<file path="src/rtl/mux4x1_rr_arbiter.sv">
// Four-requester round-robin arbiter steering a shared DATA_W-bit 4:1 mux
// into a one-entry registered output stage with a valid/ready handshake.
module mux4x1_rr_arbiter #(
  parameter int DATA_W = 8
) (
  input  logic              clk,
  input  logic              rst_n,
  input  logic [3:0]        req,
  input  logic [DATA_W-1:0] a,
  input  logic [DATA_W-1:0] b,
  input  logic [DATA_W-1:0] c,
  input  logic [DATA_W-1:0] d,
  output logic [3:0]        gnt,
  output logic [1:0]        select,
  output logic [DATA_W-1:0] q,
  output logic              q_valid,
  input  logic              q_ready
);

  typedef enum logic {
    IDLE = 1'b0,
    FULL = 1'b1
  } state_t;

  state_t            state_q, state_d;
  logic [1:0]        ptr_q, ptr_d;
  logic [1:0]        select_q, select_d;
  logic [DATA_W-1:0] q_q, q_d;

  logic [1:0]        winner;
  logic              found;
  logic [1:0]        idx;
  logic              load;
  logic [DATA_W-1:0] mux_out;

  // Search starts just after the last grant and wraps back to it last.
  always_comb begin
    winner = ptr_q;
    found  = 1'b0;
    idx    = 2'd0;
    for (int k = 1; k <= 4; k++) begin
      idx = ptr_q + 2'(k);
      if (!found && req[idx]) begin
        found  = 1'b1;
        winner = idx;
      end
    end
  end

  always_comb begin
    mux_out = a;
    case (winner)
      2'd0:    mux_out = a;
      2'd1:    mux_out = b;
      2'd2:    mux_out = c;
      default: mux_out = d;
    endcase
  end

  assign load = ((state_q == IDLE) || ((state_q == FULL) && q_ready)) && (|req);

  // Reset gates gnt so nothing looks granted while the stage is held clear.
  assign gnt = (load && rst_n) ? (4'b0001 << winner) : 4'b0000;

  always_comb begin
    state_d  = state_q;
    ptr_d    = ptr_q;
    select_d = select_q;
    q_d      = q_q;
    if (load) begin
      state_d  = FULL;
      ptr_d    = winner;
      select_d = winner;
      q_d      = mux_out;
    end else if ((state_q == FULL) && q_ready) begin
      state_d  = IDLE;
    end
  end

  always_ff @(posedge clk or negedge rst_n) begin
    if (!rst_n) begin
      state_q  <= IDLE;
      ptr_q    <= 2'd3;
      select_q <= 2'd0;
      q_q      <= '0;
    end else begin
      state_q  <= state_d;
      ptr_q    <= ptr_d;
      select_q <= select_d;
      q_q      <= q_d;
    end
  end

  assign select  = select_q;
  assign q       = q_q;
  assign q_valid = (state_q == FULL);

endmodule

</file>
<file path="config.mk">
export PLATFORM = sky130hd
export DESIGN_NAME = mux4x1_rr_arbiter
export DESIGN_NICKNAME = d
export VERILOG_FILES = /design/src/rtl/mux4x1_rr_arbiter.sv
export SDC_FILE = /design/constraint.sdc
export NUM_CORES = 1
export LEC_CHECK = 0
export BUFFER_PORTS_ARGS = -buffer_cell sky130_fd_sc_hd__buf_2
export CAP_MARGIN = 30
export CORE_AREA = 5 5 74 76
export CTS_CLUSTER_DIAMETER = 40
export DETAILED_ROUTE_END_ITERATION = 7
export DIE_AREA = 0 0 79 81
export PLACE_DENSITY = 0.55
export SETUP_SLACK_MARGIN = 0.3
export SLEW_MARGIN = 20
export SYNTH_ARGS = -nofsm -noshare
export SYNTH_HDL_FRONTEND = slang
export SYNTH_SLANG_ARGS = --single-unit
</file>
<file path="constraint.sdc">
create_clock -name clk -period 3.7 [get_ports clk]
set_input_delay 0.74 -clock clk [delete_from_list [all_inputs] [get_ports clk]]
set_output_delay 0.74 -clock clk [all_outputs]
set_load 0.01 [all_outputs]
</file>
==> results of run 1 <==
[worst paths after layout]
path	startpoint	end	slack [ns]	cells after the start
worst max-delay path	ptr_q[0]$_DFFE_PN1P_	gnt[3]	0.88	5
worst min register to register	q[5]$_DFFE_PN0P_	q[5]$_DFFE_PN0P_	0.49	2
min in group clk	q[5]$_DFFE_PN0P_	q[5]$_DFFE_PN0P_	0.49	2
worst min-delay path	rst_n	q[4]$_DFFE_PN0P_	0.39	1
worst max register to register	ptr_q[1]$_DFFE_PN1P_	q[2]$_DFFE_PN0P_	1.60	4
max in group asynchronous	rst_n	ptr_q[0]$_DFFE_PN1P_	3.00	1
[cell type report]
| type | count | area share [%] |
|---|---|---|
| flip-flops and latches | 13 | 22.37 |
| multi-input cells | 90 | 50.55 |
| clock buffers | 4 | 3.074 |
| well taps | 54 | 4.611 |
| inverters | 3 | 0.7686 |
| repair buffers | 54 | 18.62 |
[routing by layer]
metal	vias up	global-route usage (%)
li1	545	-
met1	533	17.01
met2	55	19.78
met3	5	2.550
met4	0	3.093
met5	-	0
[worst max-delay path: stages (launching register included)]
cell,delay [ns]
dfstp_2,0.65
nor4bb_1,0.58
nor3_1,0.15
o21a_1,0.20
nor2_1,0.11
buf_2,0.15
[cells by family (layout without fill, tap and decap cells)]
family                 count (synthesis)  after routing  synth area share (%)
multiplexers                           2              2                 1.756
AO/OA/AOI/OAI                         38             38                 36.33
buffers and inverters                 13             61                 6.256
flip-flops                            13             13                 28.76
AND/OR/NAND/NOR                       50             50                 26.89
[Yosys cell counts, drive strengths merged]
library cell	n	area (sq um)
a21oi	11	55.05
dfrtp	11	275.3
nand2	11	41.29
nor3	10	50.05
and2	9	56.31
buf	9	56.30
a221oi	8	120.1
o41ai	8	130.1
nor2	4	15.01
a31oi	3	33.78
and3b	3	26.28
inv	3	11.26
nor3b	3	22.52
o21a	3	22.52
a21o	2	15.01
dfstp	2	52.55
mux2i	2	20.02
nand2b	2	12.51
nand3b	2	15.01
nor4	2	27.53
a211oi	1	20.02
a221o	1	10.01
a22oi	1	7.510
clkbuf	1	3.750
nand4	1	6.260
nor4b	1	15.01
nor4bb	1	10.01
or3b	1	8.760
[state kept, by name (all words and copies together) (netlist names)]
name and cells:
q 8, q_valid 1, ptr_q 2, select 2
[report_power, final]
group	internal (mW)	total (mW)	leakage, nW	switching [mW]
combinational	0.156	0.354	0.489	0.198
clock	0.0764	0.135	0.0228	0.0589
sequential	0.187	0.225	0.148	0.0385
total	0.419	0.715	0.660	0.295
[layout by cell type (no fill, tap or decap), drive strengths merged, types with 3 or more instances in the layout]
master   n
buf     54
a21oi   11
nand2   11
dfrtp   11
nor3    10
and2     9
a221oi   8
o41ai    8
nor2     4
clkbuf   4
inv      3
nor3b    3
and3b    3
o21a     3
a31oi    3
==> out/metrics.cfg, run 1 <==
[die]
die_x_microns = 79
num_rows = 25
die_area_sq_um = 6399
core_sq_um = 4661
floorplan.initialDensity_pct = 24.46
die_y_microns = 81
io_pins = 54

[synthesis]
yosysWarnings = 0
ys_seq_area_share_pct = 28.76
syn_avg_cell_area_sq_um = 9.826
synth_cells = 116
synth.distinct_cells = 33
netlist_area_sq_um = 1140
synth-seq-cells = 13
synth_nets = 155

[critical_path]
cp-end-kind = output port
startpoint_type = flip-flop
crit_fanout = 14
arrival_ns = 2.08
required_ns = 2.96
criticalPathCategory = flip-flop to output port

[timing]
slew_viol_final = 0
hold_viol = 0
worst_slew_pin_slew_ns = 0.7026
clock_skew_ns = 0.001406
relSlewSlack_pct = 53.16
fmax_mhz = 354.6
hold_ws_ns = 0.3933
post-route-period-util_pct = 76.21
setup_tns_ns = 0
rsz0062_at_grt = no
setup_viol = 0
fin_crit_ns = 2.820
worst_slack_ns = 0.8801

[global_routing]
grt_use_total_pct = 12.36
antenna_found_initial = 0
grt_max_degree = 17
grt_pass1_vias = 1200
grt_overflow_total = 0
grt_pass1_wl_mm = 6.175

[hold_path]
hold_path.class = input pin to async pin

[pwr]
p_per_area_nw_per_um2 = 487.7
peakVddDrop_v = 0.0001551
power_uw = 714.6
cellLeakagePower_nw = 0.6598

[clocking]
clk_latency_ns = 0.25
ctsResizeCount = 0
ctsHoldBuffers = 0
path_clk_slew_ns = 0.06
cts_setup_buffers = 0
h-tree-depth = 1
cts_sinks = 13
cts_buffers = 3
cts_tree = done
root_buffer = clkbuf_8
clockBufferDepth = 2

[detailed_routing]
wl_met1_mm = 1.732
wl_per_cell_microns = 17.53
drtPass1Iterations = 5
drt_wl_total_mm = 3.821
drtAntennaViolNets = 0
met3_length_microns = 310
avgViaCountPerCell = 5.220
drc = 0
met2_length_mm = 1.734
drtIter0Drc = 64
top_layer = met4
vias = 1138

[finish]
syn_to_final_growth_pct = 28.54
regArea_sq_um = 327.8
layoutNonFillerInstCount = 218
n_fill_cell = 498
antenna_cells = 0
final_util_pct = 31.44
multiInputGateArea_sq_um = 740.7
layout-drive-gt1-share_pct = 48.17
design_area_sq_um = 1465
nets = 204

[placement]
pre_cts_slack_ns = 0.9273
dp_hpwl_mm = 2.925
gp_congestion = 0.7511
placed_area_sq_um = 1420
dp.cells = 214
numPortBuffers = 53

[run]
maxCapViolCount = 0

[outcome]
outcome = completed

Power figures use the tool's default switching activity.
==> run 2: changes to the inputs <==
Clock period 3.7 ns to 2.9 ns, I/O delays scaled along.
==> run 2 against run 1 <==
- power grew 29%
- combinational power up 33%
- utilization rose by 0.97 points
- worst hold slack got worse by 0.23 ns
- clock skew up 0.0025 ns
- sequential share of layout area down 0.67 points
- critical endpoint unchanged
- largest cell class unchanged
==> out/metrics.cfg, run 2 (synthesis gave the netlist of run 1 again) <==
[finish]
final_util_pct = 32.40  ; +0.97 points
layout-drive-gt1-share_pct = 50.00  ; +1.8 points
layout_commonest_cell = buf_2
largest_reg_flops = 8  ; unchanged
design_area_sq_um = 1510  ; +3.1%
syn_to_final_growth_pct = 32.49
nets = 210  ; +2.9%
final_cell_mix = 53 x buf_2, 11 x a21oi_1, 11 x nand2_1, 11 x dfrtp_1, 10 x nor3_1
layoutNonFillerInstCount = 224  ; +2.8%
antenna_cells = 0  ; unchanged

[clocking]
h-tree-depth = 1  ; unchanged
ctsHoldBuffers = 0  ; unchanged
clk_latency_ns = 0.24  ; about the same
path_clk_slew_ns = 0.06  ; about the same
root_buffer = clkbuf_8
cts_sinks = 13  ; unchanged
cts_buffers = 3  ; unchanged
clockBufferDepth = 2  ; unchanged
ctsResizeCount = 0  ; unchanged
cts_setup_buffers = 0  ; unchanged
cts_tree = done

[critical_path]
cp.depth = 6  ; +1
criticalPathCategory = flip-flop to output port
startpoint_type = flip-flop
cp_top_family = flip-flops
cp-end-kind = output port
cp_num_buf_inv = 2  ; +1
r2r_start = ptr_q[0]$_DFFE_PN1P_
required_ns = 2.32  ; -0.64 ns
reg2reg_to = q[4]$_DFFE_PN0P_
reg2reg_slack_ns = 0.92  ; -0.68 ns
cp_cell_sequence = nor4bb_1, buf_4, nor3_1, o21a_1, nor2_1, buf_2
crit_fanout = 14  ; unchanged
slowest_delay_ns = 0.65  ; about the same
r2r_cells = 4  ; unchanged
crit_slowest_cell = dfstp_2
arrival_ns = 1.84  ; -0.24 ns

[timing]
clock_skew_ns = 0.003895  ; +0.002488 ns
worst_slack_ns = 0.4801  ; -0.4000 ns
fin_crit_ns = 2.420
relSlewSlack_pct = 53.85  ; +0.69 points
post-route-period-util_pct = 83.45
slew_viol_final = 0  ; unchanged
rsz0062_at_grt = no
setup_viol = 0  ; unchanged
fmax_mhz = 413.2
hold_viol = 0  ; unchanged
setup_tns_ns = 0  ; unchanged
worst_slew_pin_slew_ns = 0.6922  ; -0.01040 ns

[placement]
numPortBuffers = 53  ; unchanged
pre_cts_slack_ns = 0.5084  ; -0.4189 ns
dp.cells = 220  ; +2.8%
dp_hpwl_mm = 3.033  ; +3.7%
placed_area_sq_um = 1465  ; +3.2%
gp_congestion = 0.7439  ; -0.96%

[global_routing]
grt_pass1_vias = 1221  ; +1.8%
grt_pass1_wl_mm = 6.009  ; -2.7%
grt_overflow_total = 0  ; unchanged
antenna_found_initial = 0  ; unchanged
grt_use_total_pct = 11.80  ; -0.56 points
grt_max_degree = 17  ; unchanged

[die]
floorplan.initialDensity_pct = 24.46  ; unchanged
io_pins = 54  ; unchanged
num_rows = 25  ; unchanged
die_y_microns = 81  ; unchanged
core_sq_um = 4661  ; unchanged
die_area_sq_um = 6399  ; unchanged
die_x_microns = 79  ; unchanged

[pwr]
peakVddDrop_v = 0.0001935  ; +25%
p_per_area_nw_per_um2 = 609.1  ; +25%
cellLeakagePower_nw = 0.6882  ; +4.3%

[detailed_routing]
wl_per_cell_microns = 16.70  ; -4.7%
drtAntennaViolNets = 0  ; unchanged
drc = 0  ; unchanged
drtIter0Drc = 29  ; -55%
drt_wl_total_mm = 3.740  ; -2.1%
drtPass1Iterations = 4  ; -1
vias = 1118  ; -1.8%
avgViaCountPerCell = 4.991  ; -4.4%

[outcome]
outcome = completed

[run]
maxCapViolCount = 0  ; unchanged

[hold_path]
hold_path.class = input pin to async pin

## run 2: cell count changes in the layout (fill, tap and decap cells not counted), sizes merged
cell  change
buf       +6
## run 2: area by class of cell
class                   count  area [sq um]
well taps                  54         67.56
clock buffers               4         45.04
fillers                   506          3151
inverters                   3         11.26
flip-flops and latches     13         327.8
repair buffers             60         317.8
multi-input cells          90         740.7
## run 2: worst max path at each step
| stage | from | endpoint | slack, ns |
|---|---|---|---|
| after floorplan | req[1] | gnt[3] | 0.63 |
| after global placement | req[3] | gnt[1] | 0.53 |
| after detailed placement | req[1] | gnt[1] | 0.51 |
| after CTS | ptr_q[0]$_DFFE_PN1P_ | gnt[3] | 0.48 |
| after global routing | req[3] | gnt[2] | 0.34 |
| final | ptr_q[0]$_DFFE_PN1P_ | gnt[3] | 0.48 |
## run 2: per-layer routing
metal  vias to the layer above  global-route usage [%]  wire, microns  share of wire [%]
met5                         -                       0              0                  0
met4                         0                   2.234             26               0.70
met3                         2                   2.106            218                5.8
met2                        38                   20.03           1758                 47
met1                       526                   15.81           1736                 46
li1                        552                       -              -                  -
## run 2: metrics by stage
stage	hold WS, ns	total power, mW
after floorplan	0.2844	0.6107
after global placement	0.4252	0.7677
after detailed placement	0.4189	0.7664
after CTS	0.1617	0.9352
after global routing	0.1584	0.9886
final	0.1609	0.9199
## run 2: power breakdown
group / internal (mW) / switching [mW] / leakage (nW) / total, mW
clock: 0.0969 / 0.0669 / 0.0228 / 0.164
sequential: 0.239 / 0.0476 / 0.148 / 0.286
combinational: 0.217 / 0.253 / 0.517 / 0.470
